File: config.mk
export PLATFORM = sky130hd
export DESIGN_NAME = seq_pattern_tx
export DESIGN_NICKNAME = d
export VERILOG_FILES = /design/src/rtl/seq_tx_pkg.sv /design/src/rtl/seq_tx_piso.sv /design/src/rtl/seq_pattern_tx.sv
export SDC_FILE = /design/constraint.sdc
export NUM_CORES = 1
export LEC_CHECK = 0
export CORE_ASPECT_RATIO = 1.2
export CORE_UTILIZATION = 25
export CTS_CLUSTER_SIZE = 14
export DETAILED_ROUTE_END_ITERATION = 8
export GPL_ROUTABILITY_DRIVEN = 0
export GPL_TIMING_DRIVEN = 0
export SLEW_MARGIN = 10
export SYNTH_ARGS = -nofsm -noshare
export SYNTH_HDL_FRONTEND = slang
export SYNTH_SLANG_ARGS = --single-unit
export TNS_END_PERCENT = 20
File: constraint.sdc
create_clock -name clk -period 3.5 [get_ports clk]
set_input_delay 1.05 -clock clk [delete_from_list [all_inputs] [get_ports clk]]
set_output_delay 1.05 -clock clk [all_outputs]
set_load 0.005 [all_outputs]
File: src/rtl/seq_tx_pkg.sv
`default_nettype none
// ============================================================================
//  Module      : seq_tx_pkg
//  Description : Shared types, constants and helpers for the serial pattern
//                transmitter (state encoding, length clamp, gap counter width).
//  Revision    : 1.0 - initial release
// ============================================================================
package seq_tx_pkg;

    // Transmitter control states
    typedef enum logic [1:0] {
        IDLE  = 2'd0,
        SHIFT = 2'd1,
        GAP   = 2'd2,
        DONE  = 2'd3
    } tx_state_t;

    // Width of the idle-gap counter; GAP_BITS must not exceed 2**c_gap_cnt_w
    localparam int c_gap_cnt_w = 8;

    // A requested length of 0, or one larger than the register, means "full width"
    function automatic int clamp_len(input int len, input int width);
        if ((len == 0) || (len > width)) begin
            return width;
        end
        return len;
    endfunction

endpackage
`default_nettype wire

File: src/rtl/seq_tx_piso.sv
`default_nettype none
// ============================================================================
//  Module      : seq_tx_piso
//  Description : Parallel-load, LSB-first shift register. Load has priority
//                over shift; the register clears asynchronously on rst.
//  Revision    : 1.0 - initial release
// ============================================================================
module seq_tx_piso #(
    parameter int WIDTH = 8
) (
    input  logic             clk,
    input  logic             rst,
    input  logic             i_load,
    input  logic             i_shift,
    input  logic [WIDTH-1:0] i_data,
    output logic             o_lsb
);

    logic [WIDTH-1:0] r_shreg;

    // Load a new word or move the next bit down into position 0
    always_ff @(posedge clk or posedge rst) begin
        if (rst) begin
            r_shreg <= '0;
        end else if (i_load) begin
            r_shreg <= i_data;
        end else if (i_shift) begin
            r_shreg <= {1'b0, r_shreg[WIDTH-1:1]};
        end
    end

    assign o_lsb = r_shreg[0];

endmodule
`default_nettype wire

File: src/rtl/seq_pattern_tx.sv
`default_nettype none
// ============================================================================
//  Module      : seq_pattern_tx
//  Description : Serial pattern transmitter. Captures a pattern, length and
//                repeat count on a valid/ready handshake, then shifts the
//                pattern out LSB-first with an idle gap after every frame and
//                a one-cycle done pulse at the end. All outputs come from
//                registers only.
//  Revision    : 1.0 - initial release
// ============================================================================
module seq_pattern_tx
    import seq_tx_pkg::*;
#(
    parameter int WIDTH    = 8,
    parameter int LEN_W    = 4,
    parameter int GAP_BITS = 2,
    parameter int CNT_W    = 4
) (
    input  logic             clk,
    input  logic             rst,
    input  logic             start_valid,
    output logic             start_ready,
    input  logic [WIDTH-1:0] pattern,
    input  logic [LEN_W-1:0] len,
    input  logic [CNT_W-1:0] repeat_n,
    input  logic             abort,
    output logic             ser_out,
    output logic             ser_valid,
    output logic             busy,
    output logic             done
);

    // Last value the gap counter reaches before leaving GAP
    localparam logic [c_gap_cnt_w-1:0] c_gap_last =
        (GAP_BITS == 0) ? '0 : c_gap_cnt_w'(GAP_BITS - 1);

    tx_state_t              r_state;
    logic [WIDTH-1:0]       r_pattern;
    logic [LEN_W-1:0]       r_len;
    logic [LEN_W-1:0]       r_bit_cnt;
    logic [CNT_W-1:0]       r_rep_cnt;
    logic [c_gap_cnt_w-1:0] r_gap_cnt;
    logic                   r_ser_valid;
    logic                   r_busy;
    logic                   r_done;

    logic                   w_accept;
    logic                   w_bit_last;
    logic                   w_gap_last;
    logic                   w_more;
    logic                   w_restart;
    logic                   w_piso_load;
    logic                   w_piso_shift;
    logic [WIDTH-1:0]       w_piso_data;
    logic                   w_lsb;

    // Handshake, frame-boundary and shift-register control decode
    always_comb begin
        w_accept     = (r_state == IDLE) && start_valid && !abort;
        w_bit_last   = (r_bit_cnt == (r_len - LEN_W'(1)));
        w_gap_last   = (r_gap_cnt == c_gap_last);
        w_more       = (r_rep_cnt != '0);
        w_restart    = 1'b0;
        if (!abort && w_more) begin
            if ((r_state == SHIFT) && w_bit_last && (GAP_BITS == 0)) begin
                w_restart = 1'b1;
            end
            if ((r_state == GAP) && w_gap_last) begin
                w_restart = 1'b1;
            end
        end
        w_piso_load  = w_accept || w_restart;
        w_piso_shift = (r_state == SHIFT) && !w_bit_last && !abort;
        // A fresh request loads straight from the port; repeats reload the stored copy
        w_piso_data  = w_accept ? pattern : r_pattern;
    end

    seq_tx_piso #(
        .WIDTH (WIDTH)
    ) u_piso (
        .clk     (clk),
        .rst     (rst),
        .i_load  (w_piso_load),
        .i_shift (w_piso_shift),
        .i_data  (w_piso_data),
        .o_lsb   (w_lsb)
    );

    // Control FSM with the three counters and registered status outputs
    always_ff @(posedge clk or posedge rst) begin
        if (rst) begin
            r_state     <= IDLE;
            r_pattern   <= '0;
            r_len       <= '0;
            r_bit_cnt   <= '0;
            r_rep_cnt   <= '0;
            r_gap_cnt   <= '0;
            r_ser_valid <= 1'b0;
            r_busy      <= 1'b0;
            r_done      <= 1'b0;
        end else if (abort && (r_state != IDLE)) begin
            // Cancel outright: no done pulse, straight back to IDLE
            r_state     <= IDLE;
            r_bit_cnt   <= '0;
            r_rep_cnt   <= '0;
            r_gap_cnt   <= '0;
            r_ser_valid <= 1'b0;
            r_busy      <= 1'b0;
            r_done      <= 1'b0;
        end else begin
            case (r_state)
                IDLE: begin
                    if (w_accept) begin
                        r_pattern   <= pattern;
                        r_len       <= LEN_W'(clamp_len(32'(len), WIDTH));
                        r_rep_cnt   <= repeat_n;
                        r_bit_cnt   <= '0;
                        r_gap_cnt   <= '0;
                        r_state     <= SHIFT;
                        r_ser_valid <= 1'b1;
                        r_busy      <= 1'b1;
                    end
                end
                SHIFT: begin
                    if (w_bit_last) begin
                        r_bit_cnt <= '0;
                        if (GAP_BITS != 0) begin
                            r_state     <= GAP;
                            r_gap_cnt   <= '0;
                            r_ser_valid <= 1'b0;
                        end else if (w_more) begin
                            // Next frame follows immediately, stay in SHIFT
                            r_rep_cnt <= r_rep_cnt - CNT_W'(1);
                        end else begin
                            r_state     <= DONE;
                            r_ser_valid <= 1'b0;
                            r_done      <= 1'b1;
                        end
                    end else begin
                        r_bit_cnt <= r_bit_cnt + LEN_W'(1);
                    end
                end
                GAP: begin
                    if (w_gap_last) begin
                        r_gap_cnt <= '0;
                        if (w_more) begin
                            r_rep_cnt   <= r_rep_cnt - CNT_W'(1);
                            r_state     <= SHIFT;
                            r_ser_valid <= 1'b1;
                        end else begin
                            r_state <= DONE;
                            r_done  <= 1'b1;
                        end
                    end else begin
                        r_gap_cnt <= r_gap_cnt + c_gap_cnt_w'(1);
                    end
                end
                DONE: begin
                    r_state <= IDLE;
                    r_done  <= 1'b0;
                    r_busy  <= 1'b0;
                end
                default: begin
                    r_state     <= IDLE;
                    r_ser_valid <= 1'b0;
                    r_busy      <= 1'b0;
                    r_done      <= 1'b0;
                end
            endcase
        end
    end

    // Data bit is only presented while a pattern bit is valid
    assign ser_out     = r_ser_valid & w_lsb;
    assign ser_valid   = r_ser_valid;
    assign busy        = r_busy;
    assign done        = r_done;
    assign start_ready = (r_state == IDLE);

endmodule
`default_nettype wire

# [Yosys cells after proc, flatten, opt, wreduce, memory -nomap -nowiden]
# Cells that the tools add are included.
[word_totals] reg_bits=41 input_bits=20 output_inout_bits=5 word_cells=100
[classes] n_addsub=4 magnitude_cmp=1 n_eq_ne=10 n_mux=43 n_bitwise=2 reduce_logical=30
[ops] cell="two-way mux 8 bit" n=7
[ops] cell="two-way mux 4 bit" n=9
[ops] cell="case mux 8 bit (3 select lines)" n=1
[ops] cell="case mux 4 bit (2 select lines)" n=2
[ops] cell="two-way mux 1 bit" n=15
[ops] cell="!= test 3 x 2 -> 1 bit, second input constant" n=4
[ops] cell="AND reduction 3 bit" n=4
[ops] cell="nonzero test 3 bit" n=4
[ops] cell="two-way mux 2 bit" n=5
[ops] cell="adder 8 x 1 -> 8 bit, second input constant" n=1
[ops] cell="== test 8 x 1 -> 1 bit, second input constant" n=1
[ops] cell="case mux 2 bit (4 select lines)" n=1
[ops] cell="nonzero test 4 bit" n=2
[ops] cell="subtractor 4 x 1 -> 4 bit, second input constant" n=2
[ops] cell="logical AND 1 bit" n=7
[ops] cell="AND reduction 2 bit" n=3
[ops] cell="AND reduction 5 bit" n=1
[ops] cell="adder 4 x 1 -> 4 bit, second input constant" n=1
[ops] cell="== test 2 bit, second input constant" n=2
[ops] cell="== test 4 bit" n=1
[ops] cell="greater-than comparator 4 bit, second input constant" n=1
[ops] cell="zero test 4 bit" n=1
[ops] cell="case mux 1 bit (2 select lines)" n=2
[ops] cell="AND reduction 4 bit" n=1
[ops] cell="9 further kinds" n=12

# [Logic depth before layout (Yosys ltp)]
[depth] ltp_word=7 depth_mapped=8

# [By module]
# Synthesis repeated with hierarchy kept, for this count alone.
[unflattened] cells_unflattened=243 hier_area_um2=2292.2
[modules_own_cells] mod="seq_pattern_tx" instances=1 cells_per_inst=208 area_per_inst_um2=1919.3
[modules_own_cells] mod="seq_tx_piso" instances=1 cells_per_inst=35 area_per_inst_um2=372.9

# [Worst setup path after synthesis]
# OpenSTA, ideal clock, no wires.
[synth_path] path_kind="input -> register" start="input port abort" end="register u_piso.r_shreg[7]" setup_time_ns=0.125 arrival_ns=2.287 t_required_ns=3.375 slack_ns=1.088 stages=6 path_buffers=1 cell_sequence="or3b_1 > buf_2 > a31o_2 > o21ai_2 > nand2b_2 > mux2_2"
[synth_via] elab_chain_len=5 word_cells_on_any_way=9 classes_between="mux (3); reduce/logical (6)"
[synth_rtl] element="start, declared" line="seq_pattern_tx.sv:26" text="input logic abort,"
[synth_rtl] element="zero test 1 bit (*)" line="seq_pattern_tx.sv:59, seq_pattern_tx.sv:64, seq_pattern_tx.sv:73"
[synth_rtl] element="logical AND 1 bit" line="seq_pattern_tx.sv:64" text="if (!abort && w_more) begin"
[synth_rtl] element="two-way mux 1 bit" line="seq_pattern_tx.sv:64"
[synth_rtl] element="logical OR 1 bit" line="seq_pattern_tx.sv:72" text="w_piso_load = w_accept || w_restart;"
[synth_rtl] element="two-way mux 8 bit / nonzero test 2 bit (equally long branches)"
[synth_rtl] element="end signal, assigned" line="seq_tx_piso.sv:26" text="r_shreg <= i_data;"
[synth_rtl] element="end signal, assigned" line="seq_tx_piso.sv:28" text="r_shreg <= {1'b0, r_shreg[WIDTH-1:1]};"
[synth_rtl] element="end, declared" line="seq_tx_piso.sv:19" text="logic [WIDTH-1:0] r_shreg;"
# Every way passes the cells marked *; elsewhere a longest branch is shown, timed or not.
# A chain may end at the register's enable or synchronous reset.

# [Final worst setup path]
[layout_path] start="input port abort" end="register u_piso.r_shreg[6]"
# Same word-level chain as after synthesis.

==> impl_results.md <==
* Setup bufs post-CTS at 0
* Largest net degree at the start of global routing at 34
* Hold Violations, Final at 0
* Max Slew Vio Count at 0
* DPL Wire Length at 3.10 mm
* Power Density at 803 nW/um^2
* FF-to-FF End: r_gap_cnt[6]
* DR iter-0 viols at 71
* Required time of the critical path at 3.68 ns
* Dpl cells at 347
* Arr. time, crit path at 3.20 ns
* LEAKAGE at 1.07 nW
* Synth warn at 0
* Ranking of synthesized cells by area: dfrtp_1, mux2_2, a21oi_1, mux2i_1, ha_1
* Hold path depth at 1
* RSZ-0062 raised after global routing: no
* Met2 WL at 1.99 mm
* Syn Inst Count at 208
* Initial antenna violation count at 0
* Outcome: completed
* Ant. Diodes at 0
* Clk root buf: clkbuf_8
* DRT Wirelength at 4.24 mm
* #FFs+latches synth at 41
* Routed length on met3 at 157 microns
* Wl on met1 at 2.03 mm
* Clock slew at reported path FFs at 0.08 ns
* Cts hold-fix bufs at 0
* Sequential fraction of the synthesis area at 48.5%
* CORE AREA at 8150 sq um
* CP Class: in2reg
* I/O Buffers at 24
* R2R setup slack at 1.31 ns
* Post_cts resized at 0
* DR WL/cell at 11.9 microns
* Skew-Pair Late Insertion Delay at 0.29 ns
* Setup Skew at 0.00536 ns
* Post-Syn Area at 2120 sq um
* # IOs at 25
* Max clock buf depth at 2
* Clock Sinks at 41
* Startpoint Class: input port
* Vias in the first global route at 1549
* Yosys cell types at 40
* Starting Density at 26.0%
* Syn Area/Cell at 10.2 sq um
* Max Fclk at 332 MHz
* Fill cells at 844
* Dominant cell type by area after synthesis: dfrtp_1
* Hold_sp: r_pattern[1]
* Die ar. at 8840 sq um
* Row cnt at 36
* Die width at 86.0 microns
* DR vias at 1597
* CTS tree: built
* Most frequent cells in the layout: dfrtp_1, clkdlybuf4s50_1, a21oi_1, nor2_1, o21ai_0
* Non-Filler Instances at 355
* Hold WC Path Type: reg2reg
* Final setup TNS at 0 ns
* # H-tree levels at 2
* Max Cap Viol at 0
* CP max FO at 10
* Peak supply drop at 0.301 mV
* Crit end category: flip-flop
* Pre-Repair DR Iteration Count at 4
* Nets at 266
* P&R area growth vs syn at 24.7%
* FF-to-FF path depth at 7
* Hold Crit Endpoint: r_pattern[1]
* Final setup vio count at 0
* CTS Buf Count at 5
* Final Cycle Share at 86.1%
* Grt total ovfl at 0
* GR Util All Layers at 10.6%
* Worst-Margin Slew at 0.744 ns
* Global-route wire length before repair at 7.33 mm
* DRT antenna net count at 0
* Most common cell after layout, fill and taps aside: dfrtp_1
* Residual DRC at 0
* Post-Syn Nets at 234
* Relative slew slack at 50.1%
* Fin crit period at 3.01 ns
* Die Height at 103 microns
* Synth top area share at 48.5%
* Layout cells sized above 1 at 14.1%
* Via density at 4.50
* RR Startpoint: r_len[0]
* Layout Utilization at 32.4%
* Top Metal Used: met4
-- through the flow --
step	instance area, sq um	total power [mW]	worst slack, ns	hold slack (ns)
after floorplan	2120	1.48	1.09	0.464
after global placement	2500	1.71	0.191	0.486
after detailed placement	2520	1.73	0.130	0.488
after CTS	2640	2.15	0.457	0.510
after global routing	2640	2.30	0.287	0.519
final	2640	2.12	0.485	0.502
-- registers in the layout (all words and copies together), names as in the netlist --
signal / count
busy: 1
done: 1
r_bit_cnt: 4
r_gap_cnt: 8
r_len: 4
r_pattern: 8
r_rep_cnt: 4
r_state: 2
ser_valid: 1
u_piso.r_shreg: 8
-- per-layer routing --
layer | vias to the layer above | GRT usage (%)
li1 | 802 | -
met1 | 755 | 13.5
met4 | 0 | 3.85
met3 | 6 | 2.32
met2 | 34 | 17.6
met5 | - | 0
-- cells by family after synthesis --
group / after synthesis / share of synthesized area [%]
XOR/XNOR: 7 / 2.90
AO/OA/AOI/OAI: 56 / 16.4
multiplexers: 18 / 9.05
buffers and inverters: 22 / 5.26
AND/OR/NAND/NOR: 58 / 14.3
adder cells (fa/ha/maj): 6 / 3.55
flip-flops: 41 / 48.5
-- worst max path at each step --
stage,startpoint,endpoint,slack [ns],cells after the start
global route,abort,u_piso.r_shreg[6],0.29,7
floorplan,abort,u_piso.r_shreg[7],1.09,6
detailed placement,abort,u_piso.r_shreg[6],0.13,7
CTS,abort,u_piso.r_shreg[6],0.46,7
finish,abort,u_piso.r_shreg[6],0.49,7
global placement,abort,u_piso.r_shreg[6],0.19,7
-- cell type report --
cell class	count	area, sq um	area share (%)
clock buffer	6	82.6	3.13
multi-input combinational	145	978	37.1
inverter	15	56.3	2.13
buffer	7	55.1	2.09
timing repair buffer	25	260	9.86
sequential	41	1030	38.9
clock inverter	2	37.5	1.42
tap	114	143	5.41
-- power by group --
group | internal, mW | total, mW | switching, mW
clock | 0.232 | 0.399 | 0.167
combinational | 0.446 | 0.937 | 0.492
sequential | 0.663 | 0.783 | 0.120
total | 1.34 | 2.12 | 0.779
-- cells in the mapped netlist, drive strengths merged --
master / count
nor3: 12
and2: 3
a31oi: 8
dfrtp: 41
nand2: 8
or3: 1
nand3b: 3
o31ai: 1
o21bai: 1
nor4b: 1
a31o: 2
mux2: 9
nor2: 15
o211ai: 1
a21oi: 19
a41oi: 2
or2b: 1
and3: 1
nor2b: 1
a22oi: 1
nand2b: 4
ha: 6
inv: 15
o21ai: 16
a211oi: 1
o21a: 1
mux2i: 9
or3b: 2
o22ai: 3
nand3: 6
xor2: 2
xnor2: 5
buf: 7
-- critical path: stages --
cell and delay [ns]:
clkdlybuf4s50_1 0.53, nand2b_1 0.26, nor3_2 0.59, buf_6 0.23, mux2_2 0.35, nor3_1 0.13, a21oi_1 0.06
Power figures use the tool's default switching activity.
